--- config.mk ---
export PLATFORM = sky130hd
export DESIGN_NAME = reg_bank
export DESIGN_NICKNAME = d
export VERILOG_FILES = /design/src/rtl/reg_bank.sv
export SDC_FILE = /design/constraint.sdc
export NUM_CORES = 1
export LEC_CHECK = 0
export CAP_MARGIN = 10
export CORE_MARGIN = 10
export CORE_UTILIZATION = 45
export DETAILED_ROUTE_END_ITERATION = 10
export HOLD_SLACK_MARGIN = 0.03
export PLACE_DENSITY_LB_ADDON = 0.05
export SYNTH_ARGS = -nofsm -noshare
export SYNTH_HDL_FRONTEND = slang
export SYNTH_SLANG_ARGS = --single-unit
--- constraint.sdc ---
create_clock -name clk -period 2.4 [get_ports clk]
set_input_delay 0.48 -clock clk [delete_from_list [all_inputs] [get_ports clk]]
set_output_delay 0.48 -clock clk [all_outputs]
set_load 0.03 [all_outputs]
--- src/rtl/reg_bank.sv ---
// General-purpose register file: one synchronous write port, two combinational
// read ports, synchronous clear, optional hardwired-zero r0 and write bypass.
module reg_bank #(
    parameter int WIDTH    = 8,
    parameter int NUM_REGS = 8,
    parameter int ADDR_W   = 3,
    parameter bit R0_ZERO  = 1'b1,
    parameter bit BYPASS   = 1'b1
) (
    input  logic              clk,
    input  logic              rst_n,
    input  logic              clr,
    input  logic              we,
    input  logic [ADDR_W-1:0] waddr,
    input  logic [WIDTH-1:0]  wdata,
    input  logic [ADDR_W-1:0] raddr_a,
    output logic [WIDTH-1:0]  rdata_a,
    input  logic [ADDR_W-1:0] raddr_b,
    output logic [WIDTH-1:0]  rdata_b,
    output logic [WIDTH-1:0]  rdata_a_n,
    output logic              wr_err
);

    // One extra bit so NUM_REGS = 2**ADDR_W still compares correctly.
    localparam logic [ADDR_W:0] NREGS = (ADDR_W+1)'(NUM_REGS);

    logic [WIDTH-1:0] mem_q [NUM_REGS];
    logic             wr_err_q, wr_err_d;
    logic             waddr_ok, wr_hit;

    function automatic logic addr_ok(input logic [ADDR_W-1:0] addr);
        return ({1'b0, addr} < NREGS) && !(R0_ZERO && (addr == '0));
    endfunction

    assign waddr_ok = addr_ok(waddr);
    // A write that will really land this edge; bypass keys off the same condition.
    assign wr_hit   = we && !clr && waddr_ok;

    always_comb begin
        wr_err_d = wr_err_q;
        if (clr)
            wr_err_d = 1'b0;
        else if (we)
            wr_err_d = !waddr_ok;
    end

    always_ff @(posedge clk or negedge rst_n) begin
        if (!rst_n) begin
            for (int i = 0; i < NUM_REGS; i++)
                mem_q[i] <= '0;
            wr_err_q <= 1'b0;
        end else begin
            for (int i = 0; i < NUM_REGS; i++) begin
                if (clr)
                    mem_q[i] <= '0;
                else if (wr_hit && (waddr == ADDR_W'(i)))
                    mem_q[i] <= wdata;
            end
            wr_err_q <= wr_err_d;
        end
    end

    function automatic logic [WIDTH-1:0] rd(input logic [ADDR_W-1:0] addr);
        logic [WIDTH-1:0] val;
        val = '0;
        if (addr_ok(addr)) begin
            if (BYPASS && wr_hit && (addr == waddr))
                val = wdata;
            else
                for (int i = 0; i < NUM_REGS; i++)
                    if (addr == ADDR_W'(i))
                        val = mem_q[i];
        end
        return val;
    endfunction

    assign rdata_a   = rd(raddr_a);
    assign rdata_b   = rd(raddr_b);
    assign rdata_a_n = ~rdata_a;
    assign wr_err    = wr_err_q;

endmodule

Yosys cells after proc, flatten, opt, wreduce, memory -nomap -nowiden

Cells that the tools add are included.

Word-level logic and storage cells: 90
Input bits: 21
Register bits: 57

Mux-type cells: 34
Reduce and logical (&&, ||, !) cells: 24
Bitwise gates (word level): 1
Equal/unequal tests: 23

Operators with widths:

| operator                                       | number |
|---|---|
| 2-to-1 mux 8 bit                               | 32 |
| == test 3 bit (second input constant)          | 12 |
| == test 3 x 2 -> 1 bit (second input constant) | 6 |
| nonzero test 2 bit                             | 8 |
| logical AND 1 bit                              | 11 |
| == test 3 x 1 -> 1 bit (second input constant) | 3 |
| zero test 3 bit                                | 3 |
| inverter 8 bit                                 | 1 |
| == test 3 bit                                  | 2 |
| zero test 1 bit                                | 2 |
| 2-to-1 mux 1 bit                               | 2 |

Depth between registers and ports, before layout

Depth in word-level cells: 11
Gate-level depth with buffers: 8
Gate-level depth less buffers: 4

Least setup slack after synthesis

OpenSTA, ideal clock, no wires.

Path kind: input port to output port
Start: input port waddr[2]
End: output port rdata_a_n[0]
Arrival: 2448 ps
Path buffers: 4
Cell stages on the path: 8
Path slack: -528 ps
Cell sequence: buf_6 > nor3_2 > or3b_1 > buf_6 > or2_2 > clkbuf_1 > clkbuf_1 > o21ai_0

Word-level cells in the longest chain between the ends: 7
Elaborated cells between the ends (all ways): 8
Those cells by class: eq/ne (1); mux (2); bitwise (1); reduce/logical (4)

Ends and longest elaborated chain:

| item                | RTL line | source |
|---|---|---|
| start: declaration  | 14       | `input logic [ADDR_W-1:0] waddr,` |
| zero test 3 bit     | 32       | `return ({1'b0, addr} < NREGS) && !(R0_ZERO && (addr == '0));` |
| zero test 1 bit     | 32       |  |
| logical AND 1 bit   | 37       | `assign wr_hit = we && !clr && waddr_ok;` |
| logical AND 1 bit * | 67       | `if (BYPASS && wr_hit && (addr == waddr))` |
| 2-to-1 mux 8 bit *  | 67       |  |
| 2-to-1 mux 8 bit *  | 66       | `if (addr_ok(addr)) begin` |
| inverter 8 bit *    | 79       | `assign rdata_a_n = ~rdata_a;` |
| end: declaration    | 20       | `output logic [WIDTH-1:0] rdata_a_n,` |

Every way passes the cells marked *; elsewhere a longest branch is shown, timed or not.

Worst setup path in the final report

Start: input port waddr[2]
End: output port rdata_b[2]

Word-level cells in the longest chain between the ends: 6
Elaborated cells between the ends (all ways): 7
Those cells by class: eq/ne (1); mux (2); reduce/logical (4)

Ends and longest elaborated chain:

| item                | RTL line | source |
|---|---|---|
| zero test 3 bit     | 32       |  |
| zero test 1 bit     | 32       |  |
| logical AND 1 bit   | 37       |  |
| logical AND 1 bit * | 67       |  |
| 2-to-1 mux 8 bit *  | 67       |  |
| 2-to-1 mux 8 bit *  | 66       |  |
| end: declaration    | 19       | `output logic [WIDTH-1:0] rdata_b,` |

Marks and branches as above.

==> run summary <==
# rows -> 33
Cells after Synth -> 449
multi-input logic area -> 2410 µm²
Slew @ Worst Pin -> 0.644 ns
GRT Total Usage -> 0.221
first-pass GRT wire length -> 22,100 µm
Critical R2R Capture -> mem_q[49]
Final min period -> 2.55 ns
top-area cell type share of the netlist area -> 0.379
number of fill cells -> 628
antenna cells -> 0
Worst slew margin -> 0.571
pwr/cell area -> 454 nW/µm²
Max VDD drop -> 0.332 mV
# DRC -> 0
critical path launch point type -> primary input
Post-Synthesis Cell Area -> 3760 µm²
drt wl/cell -> 20.7 µm
Post-synth EDFFs -> 0
Lkg Pwr -> 2.49 nW
WP data required -> 1.92 ns
slowest CP cell -> or4_4
die extent in y -> 111 µm
layout cell share with drive strength beyond 1 -> 0.365
Final WS setup -> -0.151 ns
initial core utilization -> 0.461
Die X -> 111 µm
TritonCTS Buffers -> 9
worst path cell trace -> buf_8, nor3_4, or3b_1, or4_4, buf_12, mux2_4, buf_6
die area -> 12,400 µm²
Final Hold Viols -> 0
root buf cell -> clkbuf_8
synthesized net count -> 470
Synth Flop Type -> dfrtp_1
# IOs -> 46
RSZ-0062 raised after global routing -> yes
CTS Buffer Depth -> 2
initial antenna violation count -> 0
Final HPWL DP -> 9440 µm
TritonCTS clock tree -> built
vias -> 3,902
final period utilization -> 1.06
Yosys cell types -> 37
Final Max Tran Viols -> 0
Vias/cell -> 5.73
Final Setup Violations -> 20
Crit path arrival time -> 2.07 ns
vias in the first global route -> 3,969
final net count -> 593
critical path class -> primary input to output pin
htree depth -> 3
Area growth syn-to-layout -> 50.5%
Seq. cell area -> 1430 µm²
CP delay by family, top -> simple AND/OR/NAND/NOR gates
Power, Total -> 2.57 mW
Synth Area per Inst -> 8.38 µm²
DRT iter0 DRCs -> 305
launch point of the worst reg-to-reg path -> mem_q[49]
clock skew -> 0 ns
dominant cell type by area after synthesis -> dfrtp_1
worst r2r path cells -> 3
drt pass-1 iters -> 5
failing checks -> setup timing
Synth async-reset ratio -> 1.00
R2R Setup Slk -> 1.56 ns
Yosys Warn Count -> 0
Reg clk slew, reported paths -> 0.07 ns
final WL -> 14,100 µm
IO Port Bufs -> 45
worst skew pair latency -> 0.35 ns
remaining global-route overflow -> 0
Hold WS -> 0.103 ns
CP Capture Type -> output pin
Slowest Stage Delay on Critical Path -> 0.49 ns
fmax -> 392 MHz
sequential share of the synthesized area -> 0.379
max-cap violation count -> 0
top post-synthesis cells by area -> dfrtp_1 (38%), nand2_1 (13%), a21oi_1 (7.8%)
pin count of the biggest net entering global routing -> 58
worst path bufs/invs -> 3
core area -> 8180 µm²
routability congestion estimate -> 0.870
Worst Path Max Fanout -> 5
Hold WC Path Type -> primary input to asynchronous set/reset pin
ANT nets after route -> 0
Seq cells post-synth -> 57
status -> finished, violations left
TritonCTS Sinks -> 57
synth_stat cells (7+ instances only):
cell type	count
clkbuf_1	26
a21oi_1	59
nor2b_1	10
nand3_1	7
nor2_1	10
mux2_2	8
dfrtp_1	57
mux2i_1	27
o21ai_0	9
nand2b_1	10
mux4_2	7
o211ai_1	14
nand2_1	134
report_power, final:
group	switching, mW	internal (mW)	total, mW
registers	0.0164	0.980	0.996
clock network	0.395	0.527	0.922
logic	0.339	0.314	0.653
cells in the final DEF, fill, tap and decap left out, types with 8 or more instances in the layout:
cell type        instances
a21oi_1                 58
buf_4                   81
buf_6                   37
clkbuf_8                11
mux2i_1                 24
nand2_1                134
buf_8                    8
dfrtp_1                 57
nor2_1                  10
nor2b_1                 10
o211ai_1                14
mux2_2                   8
clkdlybuf4s50_1          9
logic make-up after synthesis:
logic type / count (synthesis) / share of synthesized area
buffers and inverters: 41 / 0.0482
AND/OR/NAND/NOR: 189 / 0.221
multiplexers: 48 / 0.162
AO/OA/AOI/OAI: 108 / 0.177
XOR/XNOR: 6 / 0.0140
flip-flops: 57 / 0.379
area by class of cell:
type	instances	area share
Timing Repair Buffer	151	0.264
Clock inverter	3	0.00707
Multi-Input combinational cell	351	0.425
Sequential cell	57	0.252
Tap cell	105	0.0232
Clock buffer	12	0.0274
Inverter	2	0.00132
timing repair:
action | CTS | global route
gates resized for setup | 144 | 29
gates cloned | 3 | 0
endpoints found under the hold margin | 0 | 0
setup endpoints to repair | 24 | 24
setup buffers | 8 | 12
hold buffers | 0 | 0
pin swaps | 14 | 10
flip-flops by register name, summed over array words and instances (netlist names):
| signal | count |
|---|---|
| wr_err | 1 |
| mem_q | 56 |
per-stage QoR:
| stage | TNS (ns) | utilization | area, µm² | setup WS, ns | instances |
|---|---|---|---|---|---|
| 2_1_floorplan | -1.66 | - | 3950 | -0.140 | 449 |
| 3_3_place_gp | -17.50 | 0.605 | 4940 | -0.979 | 643 |
| 3_5_place_dp | -18.55 | 0.605 | 4940 | -1.01 | 643 |
| 4_1_cts | -1.96 | 0.673 | 5500 | -0.232 | 669 |
| 5_1_grt | -2.22 | 0.693 | 5670 | -0.159 | 681 |
| 6_report | -1.56 | 0.693 | 5670 | -0.151 | 681 |
how the worst max path moves through the flow:
| stage | to | start | depth (start not counted) |
|---|---|---|---|
| floorplan | rdata_b[0] | waddr[2] | 7 |
| global placement | rdata_b[6] | waddr[2] | 6 |
| detailed placement | rdata_b[2] | waddr[2] | 6 |
| CTS | rdata_b[2] | waddr[0] | 7 |
| global route | rdata_b[4] | waddr[2] | 7 |
| finish | rdata_b[2] | waddr[2] | 7 |
routing by layer:
layer,GRT usage,share of wire,routed length [µm]
met1,0.269,0.41,5800
met2,0.375,0.50,7000
met3,0.0392,0.064,901
met4,0.0960,0.030,422
met5,0,0,0
Note: power is estimated with default switching activity, not from simulation.
